===== config.mk =====
export PLATFORM = sky130hd
export DESIGN_NAME = sfx_sequencer
export DESIGN_NICKNAME = d
export VERILOG_FILES = /design/src/rtl/sfx_sequencer.sv
export SDC_FILE = /design/constraint.sdc
export NUM_CORES = 1
export LEC_CHECK = 0
export ABC_AREA = 1
export CAP_MARGIN = 20
export CORE_ASPECT_RATIO = 0.75
export CORE_UTILIZATION = 40
export DETAILED_ROUTE_END_ITERATION = 10
export MAX_ROUTING_LAYER = met4
export PLACE_DENSITY = 0.65
export SETUP_SLACK_MARGIN = 0.4
export SKIP_CTS_REPAIR_TIMING = 1
export SLEW_MARGIN = 20
export SYNTH_ARGS = -nofsm -noshare
export SYNTH_HDL_FRONTEND = slang
export SYNTH_SLANG_ARGS = --single-unit

===== constraint.sdc =====
create_clock -name clk -period 2.3 [get_ports clk]
set_input_delay 0.345 -clock clk [delete_from_list [all_inputs] [get_ports clk]]
set_output_delay 0.345 -clock clk [all_outputs]
set_load 0.02 [all_outputs]

===== src/rtl/sfx_sequencer.sv =====
// Sound-effect sequencer: edge-triggered, priority-preemptive playback of short
// square-wave melodies from a fixed note ROM onto a single audio pin.
module sfx_sequencer #(
  parameter int unsigned TICK_DIV    = 100_000,
  parameter int unsigned HP_OVERRIDE = 0
) (
  input  logic       clk,
  input  logic       reset,
  input  logic       start,
  input  logic       fight,
  input  logic       caught,
  input  logic       ending,
  input  logic       mute,
  output logic       audio_left,
  output logic       busy,
  output logic [1:0] sfx_id
);

  localparam int unsigned TW = (TICK_DIV > 1) ? $clog2(TICK_DIV) : 1;
  localparam logic [TW-1:0] TICK_LAST = TW'(TICK_DIV - 1);

  typedef enum logic [1:0] {IDLE, LOAD, PLAY} state_t;

  state_t        state_q, state_d;
  logic [3:0]    lvl, prev_q, trig;
  logic [1:0]    sel_id, id_q, id_d, idx_q, idx_d;
  logic          sel_valid;
  logic [16:0]   hp_q, hp_d, tone_q, tone_d, rom_hp;
  logic [9:0]    dur_q, dur_d, dcnt_q, dcnt_d, rom_dur;
  logic [TW-1:0] tick_q, tick_d;
  logic          wave_q, wave_d, audio_d;

  // Bit position equals the effect id: 0 START, 1 FIGHT, 2 CAUGHT, 3 ENDING.
  assign lvl       = {ending, caught, fight, start};
  assign trig      = lvl & ~prev_q;
  assign sel_valid = |trig;

  function automatic logic [1:0] rank(input logic [1:0] id);
    case (id)
      2'd2:    return 2'd3;
      2'd1:    return 2'd2;
      2'd3:    return 2'd1;
      default: return 2'd0;
    endcase
  endfunction

  function automatic logic [26:0] rom(input logic [3:0] addr);
    logic [16:0] hp;
    logic [9:0]  d;
    case (addr)
      4'h0:    begin hp = 17'd95602;  d = 10'd120; end
      4'h1:    begin hp = 17'd75873;  d = 10'd120; end
      4'h2:    begin hp = 17'd63776;  d = 10'd240; end
      4'h4:    begin hp = 17'd113636; d = 10'd80;  end
      4'h5:    begin hp = 17'd0;      d = 10'd40;  end
      4'h6:    begin hp = 17'd113636; d = 10'd80;  end
      4'h7:    begin hp = 17'd75873;  d = 10'd200; end
      4'h8:    begin hp = 17'd63776;  d = 10'd100; end
      4'h9:    begin hp = 17'd47755;  d = 10'd100; end
      4'hA:    begin hp = 17'd0;      d = 10'd50;  end
      4'hB:    begin hp = 17'd47755;  d = 10'd300; end
      4'hC:    begin hp = 17'd95602;  d = 10'd200; end
      4'hD:    begin hp = 17'd127551; d = 10'd200; end
      4'hE:    begin hp = 17'd95602;  d = 10'd400; end
      default: begin hp = '0;         d = '0;      end
    endcase
    if (HP_OVERRIDE != 0 && hp != '0) hp = 17'(HP_OVERRIDE);
    return {hp, d};
  endfunction

  always_comb begin
    sel_id = 2'd0;
    if (trig[2])      sel_id = 2'd2;
    else if (trig[1]) sel_id = 2'd1;
    else if (trig[3]) sel_id = 2'd3;
  end

  assign {rom_hp, rom_dur} = rom({id_q, idx_q});

  always_comb begin
    state_d = state_q;
    id_d    = id_q;
    idx_d   = idx_q;
    hp_d    = hp_q;
    dur_d   = dur_q;
    tone_d  = tone_q;
    tick_d  = tick_q;
    dcnt_d  = dcnt_q;
    wave_d  = wave_q;
    case (state_q)
      IDLE: begin
        wave_d = 1'b0;
        if (sel_valid) begin
          id_d    = sel_id;
          idx_d   = 2'd0;
          state_d = LOAD;
        end
      end
      LOAD: begin
        if (rom_dur == '0) begin
          state_d = IDLE;
        end else begin
          hp_d    = rom_hp;
          dur_d   = rom_dur;
          tone_d  = '0;
          tick_d  = '0;
          dcnt_d  = '0;
          wave_d  = 1'b0;
          state_d = PLAY;
        end
      end
      PLAY: begin
        if (hp_q == '0) begin
          wave_d = 1'b0;
          tone_d = '0;
        end else if (tone_q == hp_q - 17'd1) begin
          wave_d = ~wave_q;
          tone_d = '0;
        end else begin
          tone_d = tone_q + 17'd1;
        end
        if (tick_q == TICK_LAST) begin
          tick_d = '0;
          dcnt_d = dcnt_q + 10'd1;
          if (dcnt_q + 10'd1 == dur_q) begin
            // Every LOAD cycle is silent: wave is cleared on the way in.
            wave_d = 1'b0;
            if (idx_q == 2'd3) begin
              state_d = IDLE;
            end else begin
              idx_d   = idx_q + 2'd1;
              state_d = LOAD;
            end
          end
        end else begin
          tick_d = tick_q + TW'(1);
        end
      end
      default: state_d = IDLE;
    endcase
    if (state_q != IDLE && sel_valid && rank(sel_id) > rank(id_q)) begin
      id_d    = sel_id;
      idx_d   = 2'd0;
      wave_d  = 1'b0;
      state_d = LOAD;
    end
    audio_d = wave_d & ~mute & (state_d != IDLE);
  end

  always_ff @(posedge clk) begin
    prev_q <= lvl;
    if (reset) begin
      state_q    <= IDLE;
      id_q       <= '0;
      idx_q      <= '0;
      hp_q       <= '0;
      dur_q      <= '0;
      tone_q     <= '0;
      tick_q     <= '0;
      dcnt_q     <= '0;
      wave_q     <= 1'b0;
      audio_left <= 1'b0;
    end else begin
      state_q    <= state_d;
      id_q       <= id_d;
      idx_q      <= idx_d;
      hp_q       <= hp_d;
      dur_q      <= dur_d;
      tone_q     <= tone_d;
      tick_q     <= tick_d;
      dcnt_q     <= dcnt_d;
      wave_q     <= wave_d;
      audio_left <= audio_d;
    end
  end

  assign busy   = (state_q != IDLE);
  assign sfx_id = id_q;

endmodule


==> results.md <==
* Initial antenna violation count at 0
* Area grow syn2layout at 46.82%
* Placer Congestion at 0.9489
* Worst min path class: input pin to flip-flop
* Max Cap Violations at 0
* Synth async-reset ratio at 0
* Mapped Avg Cell Area at 6.770 µm²
* Dpl cell area at 5398 µm²
* Vias at 5328
* # IOs at 11
* Yosys warning count at 0
* Vias in the first global route at 4471
* Worst-path clk slew at 0.07 ns
* CP Class: flip-flop to flip-flop
* R2R Setup Slk at 0.09 ns
* First-pass GRT wire length at 21540 µm
* Yosys top cell by area: dfxtp_1
* Share of Yosys cell area claimed by the top area cell type at 0.3268
* Crit share post-route at 0.9605
* WP data required at 2.56 ns
* Post-synthesis sequential element count at 81
* H-tree depth at 3
* Critical Path Start Type: flip-flop
* # rows at 34
* Nets at 843
* Filler cell count at 997
* Fmax at 452.7 MHz
* Peak supply drop at 0.0006240 V
* Clock Skews at 0.01179 ns
* Critical path data arrival time at 2.47 ns
* Die height at 98.46 µm
* Final wirelength at 16130 µm
* Area of the die at 12860 µm²
* EDFF count, synth at 0
* CP endpoint kind: flip-flop
* Final Hold Viols at 0
* Critical Path Fanout Max at 8
* Die span in x at 130.6 µm
* Pwr dens at 1327 nW/µm²
* Clock buffer count from CTS at 9
* Pin count of the biggest net entering global routing at 39
* IO buf count at 10
* Worst Max-Slew Pin Slew at 0.6332 ns
* Met3 Usage GRT at 0.03746
* Syn Nets at 755
* Met2 Resource Use GR at 0.3101
* GRT busiest layer: met1
* Clock Sinks at 81
* Met1 GRT Util at 0.3174
* Mapped Cells at 733
* Headroom to the max-slew limit at 0.5778
* Yosys cell types at 44
* Synth top area cells: dfxtp_1 33%, nand2_1 12%, inv_1 7.0%
* Root Driver: clkbuf_16
* Gr usage total at 0.2188
* Post-DR vias/cell at 5.393
* First-pass iteration count of the detailed router at 5
* Final slew viol count at 0
* Status: completed
* Wire per inst at 16.32 µm
* Non-filler cells, final at 988
* Final setup viols at 0
* Initial core utilization at 0.4196
* Layout cells sized above 1 at 0.3571
* # DRC at 0
* Core area at 11830 µm²
* Minimum hold slack at 0.1359 ns
* Unrepaired setup endpoints after global routing: yes
* Crit path time final at 2.209 ns
* Grt ovf at 0
* Primary FF master, synth: dfxtp_1
* DP Cell Count at 912
* Hpwl dp at 9429 µm
* Sequential share of the synthesized area at 0.3268
* Post-route ant nets at 0
* Cell Area, Synth at 4962 µm²
* Cell area after layout at 7286 µm²
* CTS tree: built
* Leakage at 2.811 nW
* CTS Buffer Depth at 2
* Worst skew pair latency at 0.35 ns
* N_diodes at 0
* Power consumption at 9.670 mW
* DRT iter0 DRCs at 417
-- synthesized netlist by cell type, drive strengths merged, types with 10 or more instances --
cell and number:
nand2 172, nor2 102, inv 99, dfxtp 81, a21oi 49, nand3 48
o21ai 37, xor2 24, nor3 20, ha 15, nand4 11, o22ai 10
-- worst max-delay path, stage by stage, from the launching register on --
cell and delay, ns:
dfxtp_4 0.37, buf_4 0.14, ha_1 0.19, inv_2 0.11
nor3_2 0.08, nor3_2 0.24, nand3_2 0.16, nand2_4 0.17
buf_12 0.12, buf_12 0.14, buf_12 0.14, inv_16 0.05
a211oi_2 0.20
-- stage by stage --
| stage | util | setup WS [ns] | setup TNS [ns] |
|---|---|---|---|
| finish | 0.6161 | 0.09084 | 0 |
| floorplan | - | 0.3770 | 0 |
| detailed placement | 0.4564 | -0.1297 | -0.7855 |
| global route | 0.6161 | -0.03210 | -0.09522 |
| CTS | 0.4835 | 0.04275 | 0 |
| global placement | 0.4564 | -0.06349 | -0.3104 |
-- cells by family after synthesis --
| kind of cell | synth area share |
|---|---|
| adder cells (fa/ha/maj) | 0.03782 |
| flip-flops | 0.3268 |
| AO/OA/AOI/OAI | 0.1508 |
| buffers and inverters | 0.09506 |
| XOR/XNOR | 0.06102 |
| AND/OR/NAND/NOR | 0.3285 |
-- report_power, final --
group	internal, mW	switching, mW	total (mW)
Combinational	2.49	3.53	6.02
Sequential	1.66	0.393	2.06
Clock	0.956	0.633	1.59
-- state kept, by name, indices dropped and copies added, names as in the netlist, 4 cells and up --
register,cells
prev_q,4
hp_q,17
dcnt_q,10
tone_q,17
dur_q,8
tick_q,17
-- layout by cell type, fill, tap and decap left out, drive strengths merged, types with 3 or more instances in the layout --
cell type        n
nor2           103
o21ai           37
clkinvlp         3
a31oi            8
dfxtp           81
nand3           48
nor4             3
clkinv           4
a211oi           7
inv            102
xor2            24
nand4           11
a221oi           7
clkbuf          11
nand3b           4
xnor2            8
ha              15
buf             74
nor3            20
o22ai           10
dlymetal6s2s     3
a21oi           49
nand2          173
clkdlybuf4s50    7
-- path summary, 6_finish.rpt --
check,startpoint,depth (start not counted),to
max,idx_q[0],12,hp_q[8]
min,caught,1,prev_q[2]
max reg2reg,idx_q[0],12,hp_q[8]
min reg2reg,tick_q[0],1,tick_q[0]
-- final cells by class --
type / instances / area, µm² / area share
Timing Repair Buffer: 85 / 839.6 / 0.1152
Clock inverter: 6 / 91.34 / 0.01254
Inverter: 100 / 426.7 / 0.05856
Timing Repair inverter: 5 / 77.57 / 0.01065
Tap cell: 162 / 202.7 / 0.02782
Sequential cell: 81 / 1658 / 0.2275
Clock buffer: 10 / 229.0 / 0.03143
Multi-Input combinational cell: 539 / 3761 / 0.5162
-- routing by layer --
metal	part of all wire	vias up
li1	-	2579
met1	0.46	2558
met2	0.47	167
met3	0.058	24
met4	0.015	0
met5	0	-
No activity file was read; power rests on OpenSTA's default activity.
